## config.mk

```make
export PLATFORM = sky130hd
export DESIGN_NAME = bist_seq_fsm
export DESIGN_NICKNAME = d
export VERILOG_FILES = /design/src/rtl/bist_seq_fsm.sv
export SDC_FILE = /design/constraint.sdc
export NUM_CORES = 1
export LEC_CHECK = 0
export CAP_MARGIN = 40
export CELL_PAD_IN_SITES_DETAIL_PLACEMENT = 0
export CELL_PAD_IN_SITES_GLOBAL_PLACEMENT = 2
export CORE_UTILIZATION = 33
export DETAILED_ROUTE_END_ITERATION = 8
export GPL_ROUTABILITY_DRIVEN = 0
export PLACE_DENSITY = 0.82
export SYNTH_ARGS = -nofsm -noshare
export SYNTH_HDL_FRONTEND = slang
export SYNTH_SLANG_ARGS = --single-unit
```

## constraint.sdc

```tcl
create_clock -name Clk -period 2.58 [get_ports Clk]
set_input_delay 0.774 -clock Clk [delete_from_list [all_inputs] [get_ports Clk]]
set_output_delay 0.774 -clock Clk [all_outputs]
set_load 0.01 [all_outputs]
```

## src/rtl/bist_seq_fsm.sv

```systemverilog
// -----------------------------------------------------------------------------
// bist_seq_fsm
//
// UART built-in self-test sequencer. It sends NUM_PATTERNS words from a
// Fibonacci LFSR through the Tx->Rx loopback and compares each received word
// with the word that was sent. For the last run it reports a saturating
// mismatch count, the index of the first failing word, and whether the run
// ended on a per-word timeout.
//
// Optional feature (compile-time macro BIST_STOP_ON_ERR_EN):
//   defined   - the first mismatch ends the run immediately
//   undefined - every word is sent regardless of mismatches
//
// Ports:
//   Clk, Rst_N         clock, synchronous active-low reset
//   BIST_Start         level request; accepted in IDLE when the path is quiet
//   BIST_Abort         ends an active run (ARM..NEXT) through DONE
//   Data_Rdy_Out       receiver has a word on Rx_Data_Out
//   Rx_Data_Out        receiver parallel data
//   RTS                receiver idle/ready
//   Tx_Busy            transmitter busy
//   BIST_Mode          loopback routing select (ARM..NEXT)
//   BIST_Tx_Data_Out   current pattern to the transmitter (0 in IDLE/DONE)
//   BIST_Tx_Start_Out  transmit request (SEND)
//   BIST_Busy          run in progress (any state but IDLE)
//   BIST_Done          one-cycle pulse in DONE
//   BIST_Error         any mismatch or timeout in the last run
//   BIST_Timeout       last run ended by a timeout
//   BIST_Err_Count     mismatches in the last run, saturating
//   BIST_Fail_Index    index of the first mismatch, all-ones if none
//   dbg_state          current FSM state, for debug and checkers
// -----------------------------------------------------------------------------
module bist_seq_fsm #(
  parameter int                   DATA_BITS      = 8,
  parameter int                   NUM_PATTERNS   = 16,
  parameter logic [DATA_BITS-1:0] SEED           = DATA_BITS'(8'hA5),
  parameter logic [DATA_BITS-1:0] POLY           = DATA_BITS'(8'hB8),
  parameter int                   TIMEOUT_CYCLES = 4096,
  parameter int                   ERR_CNT_BITS   = 8
) (
  input  logic                    Clk,
  input  logic                    Rst_N,
  input  logic                    BIST_Start,
  input  logic                    BIST_Abort,
  input  logic                    Data_Rdy_Out,
  input  logic [DATA_BITS-1:0]    Rx_Data_Out,
  input  logic                    RTS,
  input  logic                    Tx_Busy,
  output logic                    BIST_Mode,
  output logic [DATA_BITS-1:0]    BIST_Tx_Data_Out,
  output logic                    BIST_Tx_Start_Out,
  output logic                    BIST_Busy,
  output logic                    BIST_Done,
  output logic                    BIST_Error,
  output logic                    BIST_Timeout,
  output logic [ERR_CNT_BITS-1:0] BIST_Err_Count,
  output logic [15:0]             BIST_Fail_Index,
  output logic [2:0]              dbg_state
);

  typedef enum logic [2:0] {
    S_IDLE    = 3'd0,
    S_ARM     = 3'd1,
    S_SEND    = 3'd2,
    S_WAIT_RX = 3'd3,
    S_CHECK   = 3'd4,
    S_NEXT    = 3'd5,
    S_DONE    = 3'd6
  } state_t;

  localparam int TW = (TIMEOUT_CYCLES > 2) ? $clog2(TIMEOUT_CYCLES) : 1;
  // An all-zero seed would lock the XOR LFSR at zero forever.
  localparam logic [DATA_BITS-1:0] SEED_EFF = (SEED == '0) ? '1 : SEED;
  localparam logic [15:0]          LAST_IDX = 16'(NUM_PATTERNS - 1);
  localparam logic [TW-1:0]        TMO_LAST = TW'(TIMEOUT_CYCLES - 1);

  state_t                  state_q, state_d;
  logic [DATA_BITS-1:0]    pattern_q, pattern_d;
  logic [DATA_BITS-1:0]    rx_q, rx_d;
  logic [15:0]             index_q, index_d;
  logic [TW-1:0]           tmo_q, tmo_d;
  logic [ERR_CNT_BITS-1:0] err_cnt_q, err_cnt_d;
  logic                    error_q, error_d;
  logic                    timeout_q, timeout_d;
  logic [15:0]             fail_idx_q, fail_idx_d;
  logic                    mode_q, mode_d;
  logic                    busy_q, busy_d;
  logic                    done_q, done_d;
  logic                    tx_start_q, tx_start_d;
  logic [DATA_BITS-1:0]    tx_data_q, tx_data_d;

  logic tmo_hit;
  logic mismatch;
  logic start_ok;

  assign tmo_hit  = (tmo_q == TMO_LAST);
  assign mismatch = (rx_q != pattern_q);
  assign start_ok = BIST_Start && !Data_Rdy_Out && RTS && !Tx_Busy;

  // Handshake with the datapath: BIST_Tx_Start_Out is held in SEND until the
  // transmitter answers with Tx_Busy; a received word is taken only in WAIT_RX
  // on Data_Rdy_Out; NEXT waits for both Tx_Busy and Data_Rdy_Out to drop so
  // the previous word cannot be mistaken for the next one.
  always_comb begin
    state_d    = state_q;
    pattern_d  = pattern_q;
    rx_d       = rx_q;
    index_d    = index_q;
    tmo_d      = tmo_q;
    err_cnt_d  = err_cnt_q;
    error_d    = error_q;
    timeout_d  = timeout_q;
    fail_idx_d = fail_idx_q;

    case (state_q)
      S_IDLE: begin
        if (start_ok) begin
          state_d    = S_ARM;
          err_cnt_d  = '0;
          error_d    = 1'b0;
          timeout_d  = 1'b0;
          fail_idx_d = '1;
          pattern_d  = SEED_EFF;
          index_d    = '0;
        end
      end
      S_ARM: begin
        if (BIST_Abort) begin
          state_d = S_DONE;
        end else begin
          state_d = S_SEND;
          tmo_d   = '0;
        end
      end
      S_SEND: begin
        if (BIST_Abort) begin
          state_d = S_DONE;
        end else if (Tx_Busy) begin
          state_d = S_WAIT_RX;
          tmo_d   = '0;
        end else if (tmo_hit) begin
          state_d   = S_DONE;
          timeout_d = 1'b1;
          error_d   = 1'b1;
        end else begin
          tmo_d = tmo_q + TW'(1);
        end
      end
      S_WAIT_RX: begin
        // Data arriving on the expiry cycle wins over the timeout.
        if (BIST_Abort) begin
          state_d = S_DONE;
        end else if (Data_Rdy_Out) begin
          state_d = S_CHECK;
          rx_d    = Rx_Data_Out;
        end else if (tmo_hit) begin
          state_d   = S_DONE;
          timeout_d = 1'b1;
          error_d   = 1'b1;
        end else begin
          tmo_d = tmo_q + TW'(1);
        end
      end
      S_CHECK: begin
        if (BIST_Abort) begin
          state_d = S_DONE;
        end else begin
          state_d = S_NEXT;
          if (mismatch) begin
            if (err_cnt_q != '1) err_cnt_d = err_cnt_q + ERR_CNT_BITS'(1);
            error_d = 1'b1;
            if (fail_idx_q == '1) fail_idx_d = index_q;
`ifdef BIST_STOP_ON_ERR_EN
            state_d = S_DONE;
`endif
          end
        end
      end
      S_NEXT: begin
        if (BIST_Abort) begin
          state_d = S_DONE;
        end else if (index_q == LAST_IDX) begin
          state_d = S_DONE;
        end else if (!Tx_Busy && !Data_Rdy_Out) begin
          // Fibonacci step: shift left, parity of the tapped bits enters at bit 0.
          pattern_d = {pattern_q[DATA_BITS-2:0], ^(pattern_q & POLY)};
          index_d   = index_q + 16'd1;
          tmo_d     = '0;
          state_d   = S_SEND;
        end
      end
      S_DONE: begin
        state_d = S_IDLE;
      end
      default: begin
        state_d = S_IDLE;
      end
    endcase

    // Outputs are registered from the next state so they line up with state_q.
    mode_d     = (state_d == S_ARM) || (state_d == S_SEND) || (state_d == S_WAIT_RX) ||
                 (state_d == S_CHECK) || (state_d == S_NEXT);
    busy_d     = (state_d != S_IDLE);
    done_d     = (state_d == S_DONE);
    tx_start_d = (state_d == S_SEND);
    tx_data_d  = mode_d ? pattern_d : '0;
  end

  always_ff @(posedge Clk) begin
    if (!Rst_N) begin
      state_q    <= S_IDLE;
      pattern_q  <= '0;
      rx_q       <= '0;
      index_q    <= '0;
      tmo_q      <= '0;
      err_cnt_q  <= '0;
      error_q    <= 1'b0;
      timeout_q  <= 1'b0;
      fail_idx_q <= '1;
      mode_q     <= 1'b0;
      busy_q     <= 1'b0;
      done_q     <= 1'b0;
      tx_start_q <= 1'b0;
      tx_data_q  <= '0;
    end else begin
      state_q    <= state_d;
      pattern_q  <= pattern_d;
      rx_q       <= rx_d;
      index_q    <= index_d;
      tmo_q      <= tmo_d;
      err_cnt_q  <= err_cnt_d;
      error_q    <= error_d;
      timeout_q  <= timeout_d;
      fail_idx_q <= fail_idx_d;
      mode_q     <= mode_d;
      busy_q     <= busy_d;
      done_q     <= done_d;
      tx_start_q <= tx_start_d;
      tx_data_q  <= tx_data_d;
    end
  end

  assign BIST_Mode         = mode_q;
  assign BIST_Tx_Data_Out  = tx_data_q;
  assign BIST_Tx_Start_Out = tx_start_q;
  assign BIST_Busy         = busy_q;
  assign BIST_Done         = done_q;
  assign BIST_Error        = error_q;
  assign BIST_Timeout      = timeout_q;
  assign BIST_Err_Count    = err_cnt_q;
  assign BIST_Fail_Index   = fail_idx_q;
  assign dbg_state         = state_q;

endmodule
```

==> impl_metrics.toml <==
[clocking]
tritoncts = "built"
path_clk_slew_ns = 0.07
cts-buffers-inserted = 9
htreeDepth = 3
cts_setup_buffers = 0
cts-resized-gates = 0
clock_latency_ns = 0.35
cts_hold_buf = 0
cts_buffer_depth = 2
clock-root-buffer = "clkbuf_16"
cts.sinks = 85

[global_route]
grt_first_pass_wirelength_mm = 18.2
grt_max_degree = 33
met3_usage_pct = 3.29
track_usage_pct = 18.5
grt_util_met1_pct = 26.3
grtUsageMet2_pct = 27.1
grt_overflow = 0
grt_pass1_vias = 3565
antenna_found_initial = 0
grt_busiest_layer = "met2"

[timing]
finalHoldViolations = 0
setup_viol = 0
rsz0062_at_grt = "false"
fin_ws_ns = 0.0976
maxSlewHeadroom_pct = 59.9
slew_viol_final = 0
worst_pin_slew_ns = 0.593
timing.clock.skew_ns = 0.00840
fin_crit_ns = 2.48
max_freq_mhz = 403
finalCritPeriodShare_pct = 96.2

[logic_synthesis]
synth_cell_type_count = 67
synth-edff-count = 0
syn_area_mm2 = 0.00400
yosysSeqAreaShare_pct = 42.5
syn_inst = 477
ys.warnings.count = 0
ys_ff_latch = 85
syn_area_per_cell_um2 = 8.39
async_reset_ff_share_pct = 0
synth_fp_nets = 495
yosys_most_used_dff = "dfxtp_1"

[drt]
wl_per_cell_um = 15.2
dr.pass1.iters = 6
route.vias.total = 3723
antenna_left = 0
wl_mm = 11.0
vias_per_cell = 5.15
drc = 6
drt_iter0_drc = 212

[pwr]
power.static_leakage_nw = 1.99
p_per_area_mw_per_mm2 = 669
vdd_ir_drop_max_v = 0.000287

[cells_and_area]
fin_nets = 593
layout_common_cells = "dfxtp_1, nor2_1, clkdlybuf4s50_1"
syn2layout_area_growth_pct = 34.9
drive_gt1_share_pct = 17.1
antenna_cells = 0
final_common_cell = "dfxtp_1"
final_cell_area_mm2 = 0.00540

[floorplan]
start_util_pct = 34.5
dieHeight_um = 112
std_cell_rows = 39
die_x_um = 112
die_area_mm2 = 0.0126
num_io_pins = 56
core-area_mm2 = 0.0116

[hold_path]
min_path_type = "flip-flop to flip-flop"
min_path_cells = 2

[critical_path]
crit_type = "input pin to flip-flop"
reg2reg_depth = 10
critPathMaxFanout = 9
end_kind = "flip-flop"
required_ns = 2.86
arrival_ns = 2.77
critPathLaunchType = "input pin"

[run]
cap_violations = 0

[status]
status = "complete, but fails checks"
violations = "DRC"

[placed_design]
dpl_cell_area_mm2 = 0.00506
io_buffers = 55
dp_hpwl_mm = 8.20
post-place-ws_ns = -0.296
## kinds of logic after synthesis
family	Yosys count	share of synthesized area [%]
adder cells (fa/ha/maj)	3	0.938
AND/OR/NAND/NOR	222	28.8
multiplexers	6	1.50
buffers and inverters	32	3.97
AO/OA/AOI/OAI	102	16.3
XOR/XNOR	27	5.91
flip-flops	85	42.5
## state kept, by name (all words and copies together), names as in the netlist
| signal | cells |
|---|---|
| BIST_Busy | 1 |
| BIST_Done | 1 |
| BIST_Err_Count | 8 |
| BIST_Error | 1 |
| BIST_Fail_Index | 16 |
| BIST_Mode | 1 |
| BIST_Timeout | 1 |
| BIST_Tx_Data_Out | 8 |
| BIST_Tx_Start_Out | 1 |
| dbg_state | 3 |
| index_q | 16 |
| pattern_q | 8 |
| rx_q | 8 |
| tmo_q | 12 |
## path summary, 6_finish.rpt
path / start / endpoint / slack, ns
max: Data_Rdy_Out / BIST_Err_Count[7] / 0.1
max reg2reg: index_q[1] / tmo_q[2] / 0.24
min reg2reg: rx_q[6] / rx_q[6] / 0.47
min: rx_q[6] / rx_q[6] / 0.47
## metrics by stage
step	instances	util (%)	setup TNS [ns]	power (mW)	hold WS, ns
finish	723	46.5	0	3.61	0.473
global route	723	46.5	0	3.78	0.499
CTS	723	46.4	0	3.65	0.476
detailed placement	707	43.6	-10.58	2.21	0.467
global placement	707	43.6	-9.25	2.21	0.465
floorplan	477	-	0	1.87	0.449
## worst max-delay path, stage by stage
cell and delay (ns):
clkdlybuf4s50_1 0.47, or2_4 0.28, or3_4 0.39, a21o_4 0.24
or4_1 0.47, a21oi_1 0.15
## area by class of cell
type | instances | area [um2]
Sequential cell | 85 | 1700
Timing Repair Buffer | 110 | 1000
Tap cell | 143 | 179
Clock inverter | 7 | 97.6
Fill cell | 1181 | 6220
Inverter | 9 | 33.8
Multi-Input combinational cell | 360 | 2160
Clock buffer | 9 | 225
## cells in the mapped netlist, types with 7 or more instances
master / instances / area, um2
dfxtp_1: 85 / 1700
clkbuf_1: 7 / 26.3
inv_1: 9 / 33.8
nand2_1: 42 / 158
or3_1: 8 / 50.1
nor3_1: 28 / 140
xnor2_1: 24 / 210
o21ai_0: 11 / 55.1
buf_2: 10 / 50.1
nor2_1: 65 / 244
nand3_1: 21 / 105
a21oi_1: 47 / 235
nand4_1: 11 / 68.8
## report_power, final
| group | total, mW | internal, mW | switching, mW |
|---|---|---|---|
| clock network | 1.42 | 0.853 | 0.568 |
| registers | 1.41 | 1.36 | 0.0445 |
| logic | 0.778 | 0.362 | 0.416 |
## per-layer routing
layer	wire, um	up-vias	part of all wire, %
li1	-	1904	-
met5	0	-	0
met2	4730	50	43
met3	374	15	3.4
met4	198	0	1.8
met1	5690	1754	52
Power figures use the tool's default switching activity.
